--- config.mk ---
export PLATFORM = sky130hd
export DESIGN_NAME = arb3_lowreq
export DESIGN_NICKNAME = d
export VERILOG_FILES = /design/src/rtl/arb3_pkg.sv /design/src/rtl/arb3_rr_pick.sv /design/src/rtl/arb3_lowreq.sv
export SDC_FILE = /design/constraint.sdc
export NUM_CORES = 1
export LEC_CHECK = 0
export CORE_UTILIZATION = 43
export CTS_CLUSTER_DIAMETER = 30
export DETAILED_ROUTE_END_ITERATION = 8
export PLACE_DENSITY = 0.71
export RECOVER_POWER = 50
export SLEW_MARGIN = 20
export SYNTH_ARGS = -nofsm -noshare
export SYNTH_HDL_FRONTEND = slang
export SYNTH_SLANG_ARGS = --single-unit
--- constraint.sdc ---
create_clock -name C -period 1.37 [get_ports C]
set_clock_uncertainty 0.1 [all_clocks]
set_input_delay 0.2055 -clock C [delete_from_list [all_inputs] [get_ports C]]
set_output_delay 0.2055 -clock C [all_outputs]
set_load 0.005 [all_outputs]
--- src/rtl/arb3_pkg.sv ---
// arb3_pkg: shared types and constants for the three-way active-low arbiter
package arb3_pkg;
  localparam int NREQ = 3;
  localparam int ARB3_IDX_W = 2;
  typedef enum logic [1:0] {IDLE, GRANT, GAP} state_t;
endpackage

--- src/rtl/arb3_rr_pick.sv ---
// arb3_rr_pick: rotating priority encoder, order last+1, last+2, last (mod 3)
//   req  : active-high requests
//   last : previous owner
//   hit  : any request present
//   win  : selected requester
module arb3_rr_pick
  import arb3_pkg::*;
(
  input  logic [NREQ-1:0]       req,
  input  logic [ARB3_IDX_W-1:0] last,
  output logic                  hit,
  output logic [ARB3_IDX_W-1:0] win
);
  logic [ARB3_IDX_W-1:0] p0, p1, p2;
  // last==3 never occurs; it falls through to the 0,1,2 order
  assign p0 = (last == 2'd0) ? 2'd1 : (last == 2'd1) ? 2'd2 : 2'd0;
  assign p1 = (p0 == 2'd0) ? 2'd1 : (p0 == 2'd1) ? 2'd2 : 2'd0;
  assign p2 = (p1 == 2'd0) ? 2'd1 : (p1 == 2'd1) ? 2'd2 : 2'd0;
  assign hit = |req;
  assign win = req[p0] ? p0 : req[p1] ? p1 : p2;
endmodule

--- src/rtl/arb3_lowreq.sv ---
// arb3_lowreq: round-robin arbiter for three active-low requesters with one idle cycle between owners
//   C      : clock, rising edge
//   CLR_N  : asynchronous active-low reset
//   REQ_N  : active-low level requests
//   GNT_N  : registered active-low grants, one-cold or all high
//   GNT_ID : current owner, valid while BUSY
//   BUSY   : resource granted
//   TOUT   : one-cycle pulse when a grant is revoked by timeout
// Optional grant timeout enabled by defining ARB3_TIMEOUT_EN (limit TIMEOUT, >= 2).
module arb3_lowreq
  import arb3_pkg::*;
#(
  parameter int TIMEOUT = 255
) (
  input  logic                  C,
  input  logic                  CLR_N,
  input  logic [NREQ-1:0]       REQ_N,
  output logic [NREQ-1:0]       GNT_N,
  output logic [ARB3_IDX_W-1:0] GNT_ID,
  output logic                  BUSY,
  output logic                  TOUT
);
`ifdef ARB3_TIMEOUT_EN
  localparam bit TO_EN = 1'b1;
`else
  localparam bit TO_EN = 1'b0;
`endif
  localparam int CW = $clog2(TIMEOUT + 1);
  state_t                state;
  logic [ARB3_IDX_W-1:0] last, win;
  logic [NREQ-1:0]       mask, req;
  logic [CW-1:0]         cnt;
  logic                  hit, rel, tmo;
  assign req = ~REQ_N & ~mask;
  arb3_rr_pick u_pick (.req(req), .last(last), .hit(hit), .win(win));
  assign rel = REQ_N[GNT_ID];
  // a release on the timeout edge wins, so tmo requires the owner still requesting
  assign tmo = TO_EN && !rel && (cnt == CW'(TIMEOUT - 1));
  always_ff @(posedge C or negedge CLR_N) begin
    if (!CLR_N) begin
      state  <= IDLE;
      GNT_N  <= '1;
      GNT_ID <= '0;
      BUSY   <= 1'b0;
      TOUT   <= 1'b0;
      last   <= 2'd2;
      mask   <= '0;
      cnt    <= '0;
    end else begin
      TOUT <= 1'b0;
      mask <= mask & ~REQ_N;
      case (state)
        GRANT: begin
          cnt <= cnt + 1'b1;
          if (rel || tmo) begin
            GNT_N <= '1;
            BUSY  <= 1'b0;
            last  <= GNT_ID;
            state <= GAP;
          end
          if (tmo) begin
            TOUT         <= 1'b1;
            mask[GNT_ID] <= 1'b1;
          end
        end
        default: begin
          if (hit) begin
            GNT_N  <= ~(3'b001 << win);
            GNT_ID <= win;
            BUSY   <= 1'b1;
            cnt    <= '0;
            state  <= GRANT;
          end else begin
            state <= IDLE;
          end
        end
      endcase
    end
  end
endmodule

### Word-level counts from Yosys, hierarchy flattened

Cells that the tools add are included.
W data, S select, Z words.

| word-level totals | value |
|---|---|
| bits in registers | 13 |
| input bits | 5 |
| word-level logic and storage cells | 52 |

| operators by class | value |
|---|---|
| order comparisons | 3 |
| equality and inequality tests | 5 |
| shift-type cells | 1 |
| muxes and demuxes | 23 |
| bitwise logic cells | 6 |
| reductions and logical operators | 8 |

Operator list:

| operator | number |
|---|---|
| $mux W2 | 10 |
| $lt A2 B3 Y1 const B | 3 |
| $mux W3 | 3 |
| $not A3 Y3 | 3 |
| $eq A2 B1 Y1 const B | 4 |
| $mux W1 | 7 |
| $and A3 B3 Y3 | 2 |
| $bmux W1 S2 | 3 |
| $logic_not A2 Y1 | 3 |
| $reduce_and A2 Y1 | 3 |
| $reduce_or A3 Y1 | 1 |
| $shl A1 B2 Y3 const A | 1 |
| $ne A2 B2 Y1 const B | 1 |
| $reduce_bool A2 Y1 | 1 |
| $not A1 Y1 | 1 |

### Longest topological paths before layout

| logic depth | value |
|---|---|
| word-level depth | 15 |
| gate-level depth with buffers | 4 |
| gate-level depth less buffers | 4 |

### Cells and area by module

Synthesis repeated with hierarchy kept, for this count alone.

| second synthesis, totals | value |
|---|---|
| cell total of the unflattened synthesis | 64 |
| area, all modules | 671.9 µm² |

By module, submodules not included:

| module | times used | cells an instance | area an instance (µm²) |
|---|---|---|---|
| arb3_lowreq | 1 | 54 | 618.1 |
| arb3_rr_pick | 1 | 10 | 53.8 |

### Worst setup path before layout

No wires, ideal clock.

| timing | value |
|---|---|
| path type | flip-flop to flip-flop |
| start point | reg GNT_ID[1] |
| end point | reg last[1] |
| data arrival time | 1.239 ns |
| slack | -0.051 ns |
| stages on the path, launching flop included | 4 |
| buffers on the path | 0 |
| clock period less this slack | 1.421 ns |
| cells stage by stage | dfrtp_1 > mux2_4 > a22oi_4 > mux2_2 |

| on the way | value |
|---|---|
| cells in the longest elaborated chain, start to end | 3 |

RTL lines:

| what | RTL line | RTL |
|---|---|---|
| from (decl) | arb3_lowreq.sv:19 | `output logic [ARB3_IDX_W-1:0] GNT_ID,` |
| from (signal assigned) | arb3_lowreq.sv:69 | `GNT_ID <= win;` |
| $bmux W1 S2 | arb3_lowreq.sv:36 | `assign rel = REQ_N[GNT_ID];` |
| $mux W1 (implied by the code) | arb3_lowreq.sv:36 |  |
| $reduce_and A2 Y1 (no source line) | -- |  |
| to (signal assigned) | arb3_lowreq.sv:46 | `last <= 2'd2;` |
| to (signal assigned) | arb3_lowreq.sv:58 | `last <= GNT_ID;` |
| to (decl) | arb3_lowreq.sv:30 | `logic [ARB3_IDX_W-1:0] last, win;` |

Several ways; a longest one is shown, not always the timed one. The select of a mux whose other input is x is not followed.
A chain may end at the register's enable or synchronous reset.

### Worst setup path after layout

Ends and elaborated chain as after synthesis.

==> qor.yml <==
antenna_found_initial: 0
ys_warn_count: 0
status: "finished with violations"
first_pass_iters: 4
cp-end-kind: "flip-flop"
coreArea_mm2: 0.00132
dp.cells: 86
start_util_pct: 46.8
drt_iter0_markers: 5
avgViaCountPerCell: 5.03
crit_arrival_ns: 1.62
vias: 488
grt-ovfl-total: 0
ctsHoldBuffers: 0
maxCapViolations: 0
cts_buffers: 3
finalCritPeriodShare_pct: 111
total_power_mw: 1.89
setup_viol: 7
maxSlewViolCount: 0
drc: 0
fillers: 101
tns_ns: -0.523
cts.path.max_buffers: 2
syn-cell-area_um2: 617
cts_sinks: 13
track_usage_pct: 21.4
ant_nets: 0
io_buffers: 10
fmax_mhz: 659
stdcell_count: 97
finalHoldViolCount: 0
routedWlPerCell_um: 15.4
seq_area_frac_synth_pct: 53.5
worstHoldPathType: "input pin to asynchronous set/reset pin"
grt_pass1_wl_um: 2080
stdcell_area_um2: 952
synthCells: 52
grt_max_degree: 9
fin_crit_ns: 1.52
fin_nets: 88
dp_hpwl_um: 966
ys_ff_latch: 13
syn-num-nets: 57
grt_pass1_vias: 499
synth_cell_type_count: 27
htree_levels: 1
ir_drop_mv: 1.06
layout_commonest_cell: "buf_4"
crit_fanout: 3
crit_required_ns: 1.47
syn2layout_area_growth_pct: 54.4
cts_tree: "built"
p_leak_nw: 0.449
violations: "setup timing"
layout-drive-gt1-share_pct: 51.2
root_buffer: "clkbuf_4"
rsz0062_at_grt: "true"
die_y_um: 39.9
finalWorstSetupSlack_ns: -0.147
synth.avg_cell_area_um2: 11.9
dieArea_mm2: 0.00159
dpl_cell_area_um2: 803
crit_type: "flip-flop to flip-flop"
layout_common_cells: "buf_4 (14), dfrtp_1 (9), dfstp_2 (4), clkdlybuf4s15_1 (4)"
p_per_area_mw_per_mm2: 1980
ioPinCount: 12
row_count: 13
insertion_delay_ns: 0.27
clk_pin_slew_ns: 0.08
start_kind: "flip-flop"
gp_congestion: 0.750
die_w_um: 39.9
diodes: 0
wirelength_um: 1490
-- timing repair --
item	CTS	global route
setup buffers	2	5
pin swaps	3	6
setup endpoints to repair	14	14
resized for setup	16	14
-- flip-flops by register name, summed over array words and instances, names as in the netlist --
signal,count
GNT_ID,2
BUSY,1
state,2
GNT_N,3
mask,3
last,2
-- layer usage --
layer	global-route usage, %	part of all wire (%)
met5	0	0
met4	14.7	0.67
met3	5.68	2.6
met2	35.1	53
met1	23.4	43
-- per-stage QoR --
| step | worst slack (ns) | util, % | hold WS [ns] |
|---|---|---|---|
| detailed placement | -0.346 | 61.0 | 0.367 |
| finish | -0.147 | 72.3 | 0.177 |
| global route | -0.189 | 72.3 | 0.195 |
| CTS | -0.148 | 65.9 | 0.105 |
| global placement | -0.327 | 61.0 | 0.364 |
| floorplan | -0.0512 | - | -0.190 |
-- final cells by class --
| type | count | area, µm² | share of cell area (%) |
|---|---|---|---|
| sequential | 13 | 330 | 34.7 |
| timing repair buffer | 27 | 230 | 24.2 |
| tap | 15 | 18.8 | 1.97 |
| clock buffer | 4 | 26.3 | 2.76 |
| inverter | 2 | 10.0 | 1.05 |
| multi-input combinational | 36 | 337 | 35.3 |
-- path summary, 6_finish.rpt --
kind	from	to	slack, ns	cells after the start
setup / recovery	GNT_ID[1]	last[1]	-0.15	4
hold / removal	CLR_N	mask[2]	0.18	1
setup reg to reg	GNT_ID[1]	last[1]	-0.15	4
hold reg to reg	BUSY	BUSY	0.40	2
max in group asynchronous	CLR_N	GNT_ID[0]	0.38	2
min in group C	REQ_N[2]	mask[2]	0.25	2
-- cell families after synthesis --
kind of cell / Yosys count / synth area share [%]
other: 1 / 0.608
muxes: 2 / 4.26
DFF: 13 / 53.6
and+or+nand+nor: 22 / 19.7
AOI/OAI and AO/OA: 11 / 19.5
buffers and inverters: 3 / 2.43
-- power by group --
group          switching (mW)  internal [mW]  total, mW  leakage (nW)
Sequential             0.0918          0.545      0.637         0.156
Combinational           0.430          0.585       1.01         0.277
Clock                   0.123          0.113      0.236        0.0150
Total                   0.644           1.24       1.89         0.449
-- critical path: stages, from the launching register on --
cell and delay, ns:
dfrtp_1 0.39, buf_6 0.12, mux2_4 0.30, a22oi_4 0.17, mux2_2 0.36
-- Yosys cell counts (all sizes together) --
cell / number / area [µm²]
dfrtp: 9 / 225
nand2: 6 / 25.0
dfstp: 4 / 105
nor2: 4 / 15.0
a2bb2oi: 3 / 32.5
nand2b: 3 / 18.8
nor2b: 3 / 18.8
inv: 2 / 7.51
mux2: 2 / 26.3
nor3: 2 / 10.0
a21oi: 1 / 5.00
a22o: 1 / 10.0
a22oi: 1 / 21.3
and2b: 1 / 7.51
and3b: 1 / 12.5
buf: 1 / 7.51
conb: 1 / 3.75
nor3b: 1 / 7.51
o21a: 1 / 7.51
o21ai: 1 / 5.00
o22a: 1 / 8.76
o31ai: 1 / 21.3
o32ai: 1 / 8.76
or3: 1 / 6.26
Power figures use the tool's default switching activity.
